$ cat config.mk
export PLATFORM = sky130hd
export DESIGN_NAME = dmem_access_unit
export DESIGN_NICKNAME = d
export VERILOG_FILES = /design/src/rtl/dmem_access_unit_pkg.sv /design/src/rtl/dmem_access_unit_splice.sv /design/src/rtl/dmem_access_unit.sv
export SDC_FILE = /design/constraint.sdc
export NUM_CORES = 1
export LEC_CHECK = 0
export CAP_MARGIN = 10
export CORE_MARGIN = 4
export CORE_UTILIZATION = 44
export CTS_BUF_LIST = sky130_fd_sc_hd__clkbuf_8 sky130_fd_sc_hd__clkbuf_16
export CTS_CLUSTER_DIAMETER = 60
export DETAILED_ROUTE_END_ITERATION = 8
export MAX_ROUTING_LAYER = met4
export PLACE_DENSITY = 0.78
export SYNTH_ARGS = -nofsm -noshare
export SYNTH_HDL_FRONTEND = slang
export SYNTH_HIERARCHICAL = 1
export SYNTH_SLANG_ARGS = --single-unit
$ cat constraint.sdc
create_clock -name clk -period 2.6 [get_ports clk]
set_clock_uncertainty 0.05 [all_clocks]
set_input_delay 0.52 -clock clk [delete_from_list [all_inputs] [get_ports clk]]
set_output_delay 0.52 -clock clk [all_outputs]
set_load 0.005 [all_outputs]
$ cat src/rtl/dmem_access_unit_pkg.sv
// dmem_access_unit_pkg: access-size and FSM encodings plus lane helpers for the data-memory access unit.
// Revision 1.0
`default_nettype none

package dmem_access_unit_pkg;

  localparam int DWORD_BYTES = 8;
  localparam int DWORD_W     = 64;

  typedef enum logic [1:0] {
    SIZE_BYTE   = 2'b00,
    SIZE_HALF   = 2'b01,
    SIZE_WORD   = 2'b10,
    SIZE_DOUBLE = 2'b11
  } access_size_e;

  typedef enum logic [2:0] {
    ST_IDLE  = 3'd0,
    ST_READ  = 3'd1,
    ST_WAIT  = 3'd2,
    ST_MERGE = 3'd3,
    ST_WRITE = 3'd4,
    ST_RESP  = 3'd5
  } dmem_state_e;

  // Byte-enable pattern of an access before it is shifted to its lane.
  function automatic logic [DWORD_BYTES-1:0] size_byte_mask(input access_size_e size);
    case (size)
      SIZE_BYTE: return 8'h01;
      SIZE_HALF: return 8'h03;
      SIZE_WORD: return 8'h0F;
      default:   return 8'hFF;
    endcase
  endfunction

  function automatic logic is_misaligned(input logic [2:0] lane, input access_size_e size);
    case (size)
      SIZE_BYTE: return 1'b0;
      SIZE_HALF: return lane[0];
      SIZE_WORD: return |lane[1:0];
      default:   return |lane;
    endcase
  endfunction

endpackage

`default_nettype wire

$ cat src/rtl/dmem_access_unit_splice.sv
// byte_lane_splice: extracts/extends a load from a doubleword and merges store lanes into one.
// Revision 1.0
`default_nettype none

module byte_lane_splice
  import dmem_access_unit_pkg::*;
(
  input  logic [DWORD_W-1:0] dword,
  input  logic [DWORD_W-1:0] wdata,
  input  logic [2:0]         lane,
  input  access_size_e       size,
  input  logic               is_unsigned,
  output logic [DWORD_W-1:0] load_data,
  output logic [DWORD_W-1:0] merged
);

  logic [DWORD_W-1:0]     shifted;
  logic [DWORD_W-1:0]     wshift;
  logic [DWORD_BYTES-1:0] byte_en;
  logic                   sext;

  assign shifted = dword >> {lane, 3'b000};
  assign wshift  = wdata << {lane, 3'b000};
  assign byte_en = size_byte_mask(size) << lane;
  assign sext    = ~is_unsigned;

  genvar i;
  generate
    for (i = 0; i < DWORD_BYTES; i++) begin : g_lane
      assign merged[8*i +: 8] = byte_en[i] ? wshift[8*i +: 8] : dword[8*i +: 8];
    end
  endgenerate

  always_comb begin
    load_data = shifted;
    case (size)
      SIZE_BYTE: load_data = {{56{sext & shifted[7]}},  shifted[7:0]};
      SIZE_HALF: load_data = {{48{sext & shifted[15]}}, shifted[15:0]};
      SIZE_WORD: load_data = {{32{sext & shifted[31]}}, shifted[31:0]};
      default:   load_data = shifted;
    endcase
  end

endmodule

`default_nettype wire

$ cat src/rtl/dmem_access_unit.sv
// dmem_access_unit: sequences loads, doubleword stores and read-modify-write partial stores to a 64-bit memory.
// Revision 1.0
`default_nettype none

module dmem_access_unit
  import dmem_access_unit_pkg::*;
#(
  parameter int ADDR_W = 64
) (
  input  logic              clk,
  input  logic              reset,
  input  logic              req_valid,
  output logic              req_ready,
  input  logic              req_write,
  input  logic [1:0]        req_size,
  input  logic              req_unsigned,
  input  logic [ADDR_W-1:0] req_addr,
  input  logic [63:0]       req_wdata,
  output logic              resp_valid,
  output logic [63:0]       resp_rdata,
  output logic              resp_misaligned,
  output logic [ADDR_W-1:0] mem_addr,
  output logic              mem_rd,
  output logic              mem_wr,
  output logic [63:0]       mem_wdata,
  input  logic [63:0]       mem_rdata
);

  dmem_state_e       state;
  logic              wr_q;
  logic              uns_q;
  logic              mis_q;
  access_size_e      size_q;
  logic [ADDR_W-1:0] addr_q;
  logic [63:0]       wdata_q;
  logic [63:0]       data_q;

  access_size_e      req_size_e;
  logic              accept;
  logic              req_mis;
  logic [63:0]       load_data;
  logic [63:0]       merged_data;

  assign req_size_e = access_size_e'(req_size);
  assign accept     = req_valid & (state == ST_IDLE);
  assign req_mis    = is_misaligned(req_addr[2:0], req_size_e);

  always_ff @(posedge clk) begin
    if (!reset) begin
      state   <= ST_IDLE;
      wr_q    <= 1'b0;
      uns_q   <= 1'b0;
      mis_q   <= 1'b0;
      size_q  <= SIZE_BYTE;
      addr_q  <= '0;
      wdata_q <= '0;
      data_q  <= '0;
    end else begin
      case (state)
        ST_IDLE: begin
          if (accept) begin
            wr_q    <= req_write;
            uns_q   <= req_unsigned;
            mis_q   <= req_mis;
            size_q  <= req_size_e;
            addr_q  <= req_addr;
            wdata_q <= req_wdata;
            data_q  <= '0;
            // Only full-doubleword stores can skip the read; partial stores need the old data.
            if (req_mis)
              state <= ST_RESP;
            else if (req_write && (req_size_e == SIZE_DOUBLE))
              state <= ST_WRITE;
            else
              state <= ST_READ;
          end
        end
        ST_READ: state <= ST_WAIT;
        ST_WAIT: begin
          data_q <= mem_rdata;
          state  <= wr_q ? ST_MERGE : ST_RESP;
        end
        ST_MERGE: state <= ST_RESP;
        ST_WRITE: state <= ST_RESP;
        ST_RESP:  state <= ST_IDLE;
        default:  state <= ST_IDLE;
      endcase
    end
  end

  byte_lane_splice u_splice (
    .dword       (data_q),
    .wdata       (wdata_q),
    .lane        (addr_q[2:0]),
    .size        (size_q),
    .is_unsigned (uns_q),
    .load_data   (load_data),
    .merged      (merged_data)
  );

  always_comb begin
    req_ready       = (state == ST_IDLE);
    resp_valid      = (state == ST_RESP);
    resp_misaligned = (state == ST_RESP) & mis_q;
    resp_rdata      = '0;
    mem_rd          = (state == ST_READ);
    mem_wr          = (state == ST_WRITE) || (state == ST_MERGE);
    mem_addr        = '0;
    mem_wdata       = '0;
    if ((state == ST_RESP) && !wr_q && !mis_q)
      resp_rdata = load_data;
    if ((state == ST_READ) || (state == ST_WAIT) || (state == ST_WRITE) || (state == ST_MERGE))
      mem_addr = {addr_q[ADDR_W-1:3], 3'b000};
    if (state == ST_WRITE)
      mem_wdata = wdata_q;
    else if (state == ST_MERGE)
      mem_wdata = merged_data;
  end

endmodule

`default_nettype wire

==> Word-level counts from Yosys, hierarchy flattened <==
Cells that the tools add are included.
{ "op_classes": {"n_bitwise": 6, "shift": 3, "n_eq_ne": 11, "mux": 22, "n_reduce_logical": 18} }
{ "ops": {"columns": ["operator", "count"], "rows": [
  ["$mux W64", 5],
  ["$pmux W64 S3", 1],
  ["$pmux W64 S2", 1],
  ["$mux W8", 8],
  ["$shl A64 B6 Y64", 1],
  ["$shr A64 B6 Y64", 1],
  ["$pmux W8 S3", 1],
  ["$mux W3", 4],
  ["$pmux W3 S4", 1],
  ["$shl A8 B3 Y8", 1],
  ["$eq A2 B2 Y1 const B", 3],
  ["$eq A3 B2 Y1 const B", 2],
  ["$eq A3 B3 Y1 const B", 2],
  ["$and A1 B1 Y1", 5],
  ["$eq A2 B1 Y1 const B", 2],
  ["$logic_not A2 Y1", 2],
  ["$logic_or A1 B1 Y1", 4],
  ["$reduce_and A2 Y1", 2],
  ["$reduce_or A2 Y1", 2],
  ["$eq A3 B1 Y1 const B", 1],
  ["$logic_and A1 B1 Y1", 3],
  ["$logic_not A3 Y1", 1],
  ["$pmux W1 S3", 1],
  ["$reduce_or A3 Y1", 1],
  ["4 further kinds", 5]
]} }
{ "totals": {"elab_cells": 68, "out_inout_bits": 197, "ff_bits": 200} }

==> Depth between registers and ports, before layout <==
{ "logic_depth": {"word_depth": 6, "depth_mapped": 9} }

==> Cells and area by module <==
The synthesis kept the hierarchy.
{ "modules_own_cells": {"columns": ["module", "area_each_um2", "cells_per_inst", "seq_area_each_um2", "n_inst"], "rows": [
  ["dmem_access_unit", 9083.7, 1120, 4003.8, 1],
  ["byte_lane_splice", 4553.1, 602, 0.0, 1]
]} }

==> Worst setup path after synthesis <==
Ideal clock, no wire load.
{ "synth_timing": {"path_type": "register to output", "from": "register addr_q[0]", "to": "output mem_wdata[52]", "arrival_ns": 1.935, "setup_slack_ns": 0.095, "path_stages_with_launch": 7, "t_required_ns": 2.030, "cell_sequence": "dfxtp_1 -> buf_6 -> buf_12 -> mux4_2 -> mux2_2 -> mux2_2 -> a22o_1"} }
{ "synth_via": {"elab_chain_cells": 4, "elab_cells_between_ends": 5} }
{ "synth_lines": {"columns": ["element", "line", "source"], "rows": [
  ["start: declaration", "dmem_access_unit.sv:34", "logic [ADDR_W-1:0] addr_q;"],
  ["start signal: assignment", "dmem_access_unit.sv:66", "addr_q <= req_addr;"],
  ["$shl A64 B6 Y64 or $shl A8 B3 Y8 (tied branches)", "dmem_access_unit_splice.sv:23, dmem_access_unit_splice.sv:24", null],
  ["$mux W8 (*)", "dmem_access_unit_splice.sv:30", "assign merged[8*i +: 8] = byte_en[i] ? wshift[8*i +: 8] : dword[8*i +: 8];"],
  ["net merged_data[52]", "dmem_access_unit.sv:42", "logic [63:0] merged_data;"],
  ["$mux W64 (*)", "dmem_access_unit.sv:116", "else if (state == ST_MERGE)"],
  ["$mux W64 (*)", "dmem_access_unit.sv:114", "if (state == ST_WRITE)"],
  ["end: declaration", "dmem_access_unit.sv:25", "output logic [63:0] mem_wdata,"]
]} }
Mark *: on every way through the listed nets, which the timed path passes. The rest lies on a longest branch.

==> Final worst setup path <==
{ "layout_timing": {"from": "register addr_q[0]", "to": "output mem_wdata[33]"} }
The elaborated chain is that of the path after synthesis.

==> flow_metrics.env <==
export IMPL_synthesis_area_um2=13600
export IMPL_cts_tree="yes"
export IMPL_cts_buffers=17
export IMPL_io_pins=396
export IMPL_slowest_delay_ps=370
export IMPL_critical_path_class="reg -> out"
export IMPL_synth_top_area_share_pct=29.4
export IMPL_synth_most_common_cell="nand2_1"
export IMPL_cp_start_kind="register"
export IMPL_drive_gt1_share_pct=32.7
export IMPL_post_drt_wl_per_cell_um=24.5
export IMPL_synthArstFlopShare_pct=0
export IMPL_grt_start_max_net_pins=111
export IMPL_violations="setup timing"
export IMPL_postLayoutSetupSlackWorst_ps=-689
export IMPL_syn_inst=1722
export IMPL_maxCapViolCount=0
export IMPL_placed_cell_area_um2=19400
export IMPL_core_um2=30600
export IMPL_synthTopCellsByArea="dfxtp_1 29%, nand2_1 13%, mux2i_1 7.2%, a21boi_0 7.2%, and2_1 6.0%"
export IMPL_grt_pass1_wl_um=97700
export IMPL_viasPerCell=5.99
export IMPL_period_minus_slack_ps=3290
export IMPL_arrival_ps=2720
export IMPL_drc=0
export IMPL_finalNetCount=2538
export IMPL_max_slew_margin_pct=49.0
export IMPL_dp_hpwl_um=46400
export IMPL_regArea_um2=4030
export IMPL_crit_required_ps=2030
export IMPL_path_clk_slew_ps=80
export IMPL_num_vias=16500
export IMPL_antenna_found_initial=1
export IMPL_area_delta_synth_final_pct=63.4
export IMPL_hold_path_class="in -> reg"
export IMPL_ys_seq_elements=200
export IMPL_power_density_nw_per_um2=571
export IMPL_fin_setup_tns_ps=-66330
export IMPL_slew_violations=0
export IMPL_grt_pass1_vias=16300
export IMPL_port_buffers=392
export IMPL_ys_seq_area_share_pct=29.4
export IMPL_total_power_w=0.0127
export IMPL_initialDrtViolationCount=1711
export IMPL_clk_latency_ps=460
export IMPL_die_h_um=184
export IMPL_rsz0062_at_grt="yes"
export IMPL_gp_congestion=1.01
export IMPL_synthFlopType="dfxtp_1"
export IMPL_path_max_fanout=5
export IMPL_fin_crit_sh_pct=126
export IMPL_clock_tree_root_cell="clkbuf_16"
export IMPL_multi_input_area_um2=9750
export IMPL_synth_edf_count=0
export IMPL_critPathCaptureType="primary output"
export IMPL_yosys_area_top_type="dfxtp_1"
export IMPL_clockBufferDepth=2
export IMPL_vdd_drop_max_mv=0.568
export IMPL_path_cells="buf_4 > buf_6 > or2_4 > a221oi_4 > buf_12 > buf_8 > a2111oi_1 > a221o_1 > a22o_1 > buf_2"
export IMPL_die_area_um2=33900
export IMPL_wirelength_um=67300
export IMPL_ys_top_cells_by_count="461 x nand2_1, 200 x dfxtp_1, 130 x a21boi_0, 130 x and2_1, 98 x mux2i_1"
export IMPL_power_leakage_nw=9.39
export IMPL_cts_hold_buf=0
export IMPL_cts_sinks=200
export IMPL_globalRouteOverflowTotal=0
export IMPL_dr_pass1_iters=8
export IMPL_fillers=2340
export IMPL_initial_core_util_pct=44.6
export IMPL_ant_nets=0
export IMPL_yosysUniqueCellTypes=61
export IMPL_design_area_um2=22300
export IMPL_whs_ps=365
export IMPL_die_w_um=184
export IMPL_fmax_ghz=0.304
export IMPL_rows=64
export IMPL_cp_slowest_cell="dfxtp_4"
export IMPL_synth_area_per_cell_um2=7.92
export IMPL_tightest_slew_ps=762
export IMPL_status="finished with violations"
export IMPL_cts_max_level=4
export IMPL_setup_viol=128
export IMPL_hold_viol=0
export IMPL_yosysWarnings=6
export IMPL_grtUsageTotal_pct=38.6
[worst paths after layout]
| check | startpoint | end | slack (ps) | depth (start not counted) |
|---|---|---|---|---|
| max | addr_q[0] | mem_wdata[33] | -690 | 10 |
| min | reset | data_q[63] | 360 | 2 |
| max reg2reg | state[0] | data_q[53] | 440 | 7 |
| min reg2reg | addr_q[15] | addr_q[15] | 400 | 2 |
[critical path, delay by kind of cell (launching register included)]
kind                   cells  cell delay [ps]
buffers and inverters      5              700
AOI/OAI and AO/OA          4              950
and+or+nand+nor            1              230
DFF                        1              370
[report_power, final]
part	total (W)	leakage (nW)	internal (W)	switching, W
Sequential	0.00374	1.64	0.00337	0.000367
Combinational	0.00621	7.46	0.00325	0.00296
Clock	0.00277	0.292	0.00145	0.00132
Total	0.0127	9.39	0.00807	0.00465
[layout make-up]
class	count	area share (%)
Clock inverter	14	0.668
Tap cell	396	2.22
Timing Repair Buffer	771	33.2
Inverter	5	0.0842
Sequential cell	200	18.1
Multi-Input combinational cell	1344	43.7
Clock buffer	18	1.97
Antenna cell	1	0.0112
[cells in the final DEF, fill, tap and decap left out, drive strengths merged, types with 36 or more instances in the layout]
cell type | netlist | layout
buf | 104 | 490
nand2 | 461 | 461
dfxtp | 200 | 200
clkdlybuf4s50 | 0 | 198
a21boi | 196 | 196
and2 | 130 | 130
mux2i | 98 | 98
nand3 | 65 | 65
a22o | 64 | 64
dlygate4sd2 | 0 | 43
nor2 | 40 | 40
clkbuf | 71 | 39
mux2 | 36 | 36
[logic make-up after synthesis]
kind of cell | Yosys count | synth area share (%)
AOI/OAI and AO/OA | 415 | 23.0
xor gates and xnor gates | 1 | 0.0642
buffers and inverters | 180 | 7.06
DFF | 200 | 29.4
muxes | 163 | 15.0
other | 1 | 0.0275
and+or+nand+nor | 762 | 25.5
[layer usage]
metal / track usage [%] / wire (µm) / vias to the layer above
li1: - / - / 7269
met1: 44.6 / 24700 / 7825
met2: 62.9 / 31900 / 1079
met3: 7.91 / 6040 / 304
met4: 21.5 / 4650 / 0
met5: - / 0 / -
[registers in the layout, summed over array words and instances (netlist names)]
register and flops:
addr_q 64, data_q 64, wdata_q 64, state 3, size_q 2, mis_q 1
uns_q 1, wr_q 1
[through the flow]
step	setup slack (ps)	utilization, %	std cells
after floorplan	95.0	-	1724
final	-689	72.9	2749
after global routing	-773	72.9	2749
after detailed placement	-499	63.3	2588
after global placement	-427	63.3	2588
after CTS	-553	71.8	2733
[what timing repair did]
action	4_1_cts	5_1_grt
cloned	24	3
pin swaps	106	53
setup endpoints to repair	190	155
buffers inserted	91	17
resized for setup	845	105
Power figures use the tool's default switching activity.
